## config.mk

```make
export PLATFORM = sky130hd
export DESIGN_NAME = covid_nios2_qsys_0_oci_trace_fifo
export DESIGN_NICKNAME = d
export VERILOG_FILES = /design/src/rtl/covid_nios2_qsys_0_oci_trace_fifo.sv
export SDC_FILE = /design/constraint.sdc
export NUM_CORES = 1
export LEC_CHECK = 0
export CAP_MARGIN = 5
export CORE_UTILIZATION = 30
export DETAILED_ROUTE_END_ITERATION = 7
export PLACE_DENSITY = 0.45
export SLEW_MARGIN = 20
export SYNTH_ARGS = -nofsm -noshare
export SYNTH_HDL_FRONTEND = slang
export SYNTH_SLANG_ARGS = --single-unit
```

## constraint.sdc

```tcl
create_clock -name clk -period 11 [get_ports clk]
set_input_delay 2.2 -clock clk [delete_from_list [all_inputs] [get_ports clk]]
set_output_delay 2.2 -clock clk [all_outputs]
set_load 0.02 [all_outputs]
```

## src/rtl/covid_nios2_qsys_0_oci_trace_fifo.sv

```systemverilog
// Nios II OCI trace capture buffer: stores each dct_count change as a tagged
// {count, data} word in a FIFO, with freeze/end handling and status counters.
//
// state      | meaning
// CAPTURE    | trace events are written into the FIFO
// FROZEN     | test_ending seen; no writes, reads still drain
// ENDED      | test_has_ended seen; no writes, reads still drain
module covid_nios2_qsys_0_oci_trace_fifo #(
    parameter int DATA_W  = 30,
    parameter int COUNT_W = 4,
    parameter int DEPTH   = 16,
    parameter int MODE    = 0
) (
    input  logic                        clk,
    input  logic                        reset,
    input  logic [DATA_W-1:0]           dct_buffer,
    input  logic [COUNT_W-1:0]          dct_count,
    input  logic                        test_ending,
    input  logic                        test_has_ended,
    input  logic                        rd_req,
    output logic [DATA_W+COUNT_W-1:0]   rd_data,
    output logic                        rd_valid,
    output logic [$clog2(DEPTH):0]      level,
    output logic                        empty,
    output logic                        full,
    output logic                        overflow,
    output logic                        frozen,
    output logic                        ended,
    output logic [15:0]                 capture_total
);

    localparam int AW = $clog2(DEPTH);
    localparam int LW = AW + 1;
    localparam int WW = DATA_W + COUNT_W;

    typedef enum logic [1:0] {
        ST_CAPTURE = 2'd0,
        ST_FROZEN  = 2'd1,
        ST_ENDED   = 2'd2
    } state_t;

    state_t             state_q, state_d;
    logic [COUNT_W-1:0] prev_count_q, prev_count_d;
    logic [AW-1:0]      wr_ptr_q, wr_ptr_d;
    logic [AW-1:0]      rd_ptr_q, rd_ptr_d;
    logic [LW-1:0]      level_q, level_d;
    logic               overflow_q, overflow_d;
    logic               frozen_q, frozen_d;
    logic               ended_q, ended_d;
    logic [WW-1:0]      rd_data_q, rd_data_d;
    logic               rd_valid_q, rd_valid_d;
    logic [15:0]        total_q, total_d;

    logic [WW-1:0]      mem_q [DEPTH];
    logic               mem_we;
    logic [WW-1:0]      mem_wdata;

    logic               evt;
    logic               cap_evt;
    logic               is_full;
    logic               rd_ok;
    logic               lvl_inc;

    assign mem_wdata = {dct_count, dct_buffer};

    always_comb begin
        state_d      = state_q;
        prev_count_d = dct_count;
        wr_ptr_d     = wr_ptr_q;
        rd_ptr_d     = rd_ptr_q;
        level_d      = level_q;
        overflow_d   = overflow_q;
        rd_data_d    = rd_data_q;
        total_d      = total_q;
        mem_we       = 1'b0;
        lvl_inc      = 1'b0;

        evt     = (dct_count != prev_count_q);
        // test_has_ended wins over a coincident event; test_ending does not
        cap_evt = (state_q == ST_CAPTURE) && evt && !test_has_ended;
        is_full = (level_q == LW'(DEPTH));
        rd_ok   = rd_req && (level_q != '0);

        rd_valid_d = rd_ok;
        if (rd_ok) begin
            rd_data_d = mem_q[rd_ptr_q];
            rd_ptr_d  = rd_ptr_q + 1'b1;
        end

        if (cap_evt) begin
            if (total_q != 16'hFFFF) begin
                total_d = total_q + 1'b1;
            end
            if (!is_full || rd_ok) begin
                mem_we   = 1'b1;
                lvl_inc  = 1'b1;
                wr_ptr_d = wr_ptr_q + 1'b1;
            end else if (MODE == 1) begin
                // overwrite: oldest entry is discarded, occupancy unchanged
                mem_we     = 1'b1;
                wr_ptr_d   = wr_ptr_q + 1'b1;
                rd_ptr_d   = rd_ptr_q + 1'b1;
                overflow_d = 1'b1;
            end else begin
                overflow_d = 1'b1;
            end
        end

        if (lvl_inc && !rd_ok) begin
            level_d = level_q + 1'b1;
        end else if (!lvl_inc && rd_ok) begin
            level_d = level_q - 1'b1;
        end

        if (test_has_ended) begin
            state_d = ST_ENDED;
        end else if (state_q == ST_CAPTURE && test_ending) begin
            state_d = ST_FROZEN;
        end

        frozen_d = (state_d != ST_CAPTURE);
        ended_d  = (state_d == ST_ENDED);
    end

    always_ff @(posedge clk) begin
        if (reset) begin
            state_q      <= ST_CAPTURE;
            prev_count_q <= '0;
            wr_ptr_q     <= '0;
            rd_ptr_q     <= '0;
            level_q      <= '0;
            overflow_q   <= 1'b0;
            frozen_q     <= 1'b0;
            ended_q      <= 1'b0;
            rd_data_q    <= '0;
            rd_valid_q   <= 1'b0;
            total_q      <= '0;
        end else begin
            state_q      <= state_d;
            prev_count_q <= prev_count_d;
            wr_ptr_q     <= wr_ptr_d;
            rd_ptr_q     <= rd_ptr_d;
            level_q      <= level_d;
            overflow_q   <= overflow_d;
            frozen_q     <= frozen_d;
            ended_q      <= ended_d;
            rd_data_q    <= rd_data_d;
            rd_valid_q   <= rd_valid_d;
            total_q      <= total_d;
        end
    end

    // storage needs no reset; pointers and level define what is valid
    always_ff @(posedge clk) begin
        if (mem_we && !reset) begin
            mem_q[wr_ptr_q] <= mem_wdata;
        end
    end

    assign rd_data       = rd_data_q;
    assign rd_valid      = rd_valid_q;
    assign level         = level_q;
    assign empty         = (level_q == '0);
    assign full          = (level_q == LW'(DEPTH));
    assign overflow      = overflow_q;
    assign frozen        = frozen_q;
    assign ended         = ended_q;
    assign capture_total = total_q;

endmodule

```

==> flow_summary.toml <==
[logic_synthesis]
netlist.area_leader.share = 0.6908
netlist_area_mm2 = 0.02365
synth_edf_count = 544
async_reset_ff_frac = 0
yosys.area_share.simple = 0.03498
synth-seq-area-share = 0.7526
synth_top_family_by_area = "multiplexers"
ys.flop_type = "edfxtp_1"
syn-num-nets = 1330
synth_compound_gate_area_share = 0.04238
synth_cell_types = 49
yosys_warnings = 0
synth_area_per_cell_um2 = 18.47
synth.largest_area_cell = "edfxtp_1"
synth_area_leaders = "edfxtp_1, mux4_2, dfxtp_1"
ys_ff_latch = 617
synthXorXnorAreaFrac = 0.007037
syn_inst = 1280
yosys.area_share.adder = 0.006138
yosys-mux-area-fraction = 0.1407

[run]
cap_violations = 0

[clock_tree]
clockRootBuffer = "clkbuf_16"
clockBufferDepth = 3
cts_hold_buf = 0
cts.htree.levels = 3
cts_buffers = 69
worstSkewPairLatency_ns = 0.61
postCtsSetupRepairBufs = 0
cts_resized = 0
cts.clk_slew.worst_paths_ns = 0.06
clock-sinks = 617
cts_tree = "done"

[worst_setup_path]
crit_family = "buffers and inverters"
critPathMaxFanout = 18
worst-path-buf-inv = 2
path_cells = "clkdlybuf4s50_1 -> xnor2_1 -> a41oi_2 -> nand3_1 -> nor2_4 -> buf_4"
cpPeakStageDelay_ns = 0.87
start_kind = "input pin"
slowest_stage = "clkdlybuf4s50_1"
path_class = "in2reg"
cp.arrival_ns = 5.53
cp-end-kind = "flip-flop"
cp.required_ns = 11.25

[floorplan]
die_area_mm2 = 0.07995
die_h_um = 282.8
fp-row-count = 102
ios = 100
core-area_mm2 = 0.07772
die_w_um = 282.8
start_util = 0.3042

[timing]
worst_slew_pin_slew_ns = 1.099
period_needed_ns = 5.280
fin_worst_skew_ns = 0.02672
hold_slack_ns = 0.4337
slew_viol_final = 0
final.setup.worst_slack_ns = 5.720
max_freq_mhz = 189.4
setup-violations-final = 0
finalHoldViolCount = 0
setup_tns_ns = 0
slew_headroom = 0.2671
rsz0062_at_grt = "no"
post-route-period-util = 0.4800

[drt]
routed_wl_um = 56050
drtIter0Drc = 671
vias = 11860
route.detailed.drc = 0
vias_per_cell = 4.733
dr.pass1.iters = 4
routedWlPerCell_um = 22.37
ant_nets = 0

[status]
outcome = "completed"

[global_route]
grt_pass1_vias = 12780
grt_overflow = 0
antenna_found_initial = 1
track_usage = 0.1436
grt_start_max_net_pins = 108
grt_first_pass_wirelength_um = 83410

[power]
p_seq_frac = 0.453
power_leakage_uw = 0.008652
power_density_mw_per_mm2 = 209.9
intPower_uw = 4407
power_frac_clock = 0.374
switching_share = 0.2545
max-vdd-ir-drop_mv = 0.2071
p_sw_uw = 1505
power_frac_comb = 0.173

[finish]
fill_cells = 7274
multi_input_area_mm2 = 0.005615
seqCellArea_mm2 = 0.01781
syn2layout_area_growth_pct = 19.13
antenna_cells = 0
drive_gt1_frac = 0.1809
final_area_mm2 = 0.02817
nets = 1459
stdcell_count = 2505

[place]
post-place-cells = 2378
port_buffers = 99
place_ws_ns = 5.023
dpl.hpwl_um = 29930
gp_congestion = 0.6970
postPlaceCellArea_mm2 = 0.02598

[worst_hold_path]
worstHoldPathType = "reg2reg"
[stage by stage]
step,utilization,power (µW)
after floorplan,-,3434
after global placement,0.3342,3783
after detailed placement,0.3342,3782
after CTS,0.3625,6015
after global routing,0.3625,6166
final,0.3625,5912
[layout by cell type (no fill, tap or decap), types with 4 or more instances in the layout]
cell type        netlist  layout
clkinvlp_4             0       4
or4_1                  4       4
a22oi_1               68      68
nor2b_1                8       8
nand4_1                6       6
mux2_2                35      35
xnor2_1               11      11
dfxtp_1               73      69
o2111ai_1             34      34
clkbuf_1              31      20
mux4_2                68      68
clkinv_1               0       9
mux2i_1              139     139
or3_1                  8       8
a21oi_1               15      15
o21ai_0                7       7
nand2_1               80      80
clkdlybuf4s50_1        0      98
clkinv_2               0       7
xor2_1                 8       8
nor2_1                42      25
clkbuf_8               0       9
clkbuf_16              0      71
ha_1                  10      10
nor2_4                 0      19
buf_4                  0      28
nand3_1                6       6
edfxtp_1             544     544
inv_1                 10      10
[flip-flops by register name (all words and copies together), names as in the netlist]
register	count
mem_q	544
wr_ptr_q	4
capture_total	16
rd_valid	1
prev_count_q	4
frozen	1
level	5
rd_data	34
state_q	2
rd_ptr_q	4
overflow	1
ended	1
[power by group through the flow]
stage	combinational (µW)	clock [µW]	sequential (µW)
2_1_floorplan	677	0	2760
3_3_place_gp	1060	0	2730
3_5_place_dp	1050	0	2730
4_1_cts	1060	2280	2680
5_1_grt	1110	2370	2690
6_report	1020	2210	2680
[cells by family (layout without fill, tap and decap cells)]
logic type               after synthesis  after routing
AO/OA/AOI/OAI                        134            134
XOR/XNOR                              19             19
adder cells (fa/ha/maj)               11             11
buffers and inverters                 80            265
flip-flops                           617            617
multiplexers                         243            243
AND/OR/NAND/NOR                      176            176
[final timing paths]
path                start      endpoint  slack [ns]  cells after the start
min reg2reg    rd_data[9]    rd_data[9]        0.43                      2
max reg2reg   rd_ptr_q[1]   rd_data[28]        7.35                      7
max          dct_count[0]  mem_q[7][25]        5.72                      6
min            rd_data[9]    rd_data[9]        0.43                      2
[worst reg2reg max path, delay by kind of cell (launching register included)]
family                 cells  cell delay (ns)
buffers and inverters      3             1.81
and+or+nand+nor            2             0.43
AOI/OAI and AO/OA          2             0.63
DFF                        1             0.70
[final cells by class]
class,instances,share of cell area
inverters,10,0.001332
multi-input cells,583,0.1993
well taps,1040,0.04619
clock inverters,27,0.007728
repair buffers,128,0.04317
clock buffers,100,0.07013
flip-flops and latches,617,0.6321
[per-layer routing]
layer	wire, µm	track usage	up-vias	part of all wire
met2	27610	0.2425	181	0.49
li1	-	-	5404	-
met5	10	0	-	0.00018
met4	1025	0.04338	2	0.018
met1	25550	0.1887	6195	0.46
met3	1852	0.02412	74	0.033
[synthesized netlist by cell type (3+ instances only)]
| cell | n |
|---|---|
| nand4_1 | 6 |
| dfxtp_1 | 73 |
| o2111ai_1 | 34 |
| nor2_1 | 42 |
| mux4_2 | 68 |
| a22oi_1 | 68 |
| clkbuf_1 | 31 |
| nand3_1 | 6 |
| or4_1 | 4 |
| inv_1 | 10 |
| edfxtp_1 | 544 |
| mux2_2 | 35 |
| o21ai_0 | 7 |
| xnor2_1 | 11 |
| ha_1 | 10 |
| buf_1 | 5 |
| nand2_1 | 80 |
| or3_1 | 8 |
| mux2i_1 | 139 |
| nor2b_1 | 8 |
| xor2_1 | 8 |
| a21oi_1 | 15 |
| buf_6 | 6 |
| buf_2 | 27 |
| and3_1 | 3 |
Power figures use the tool's default switching activity.
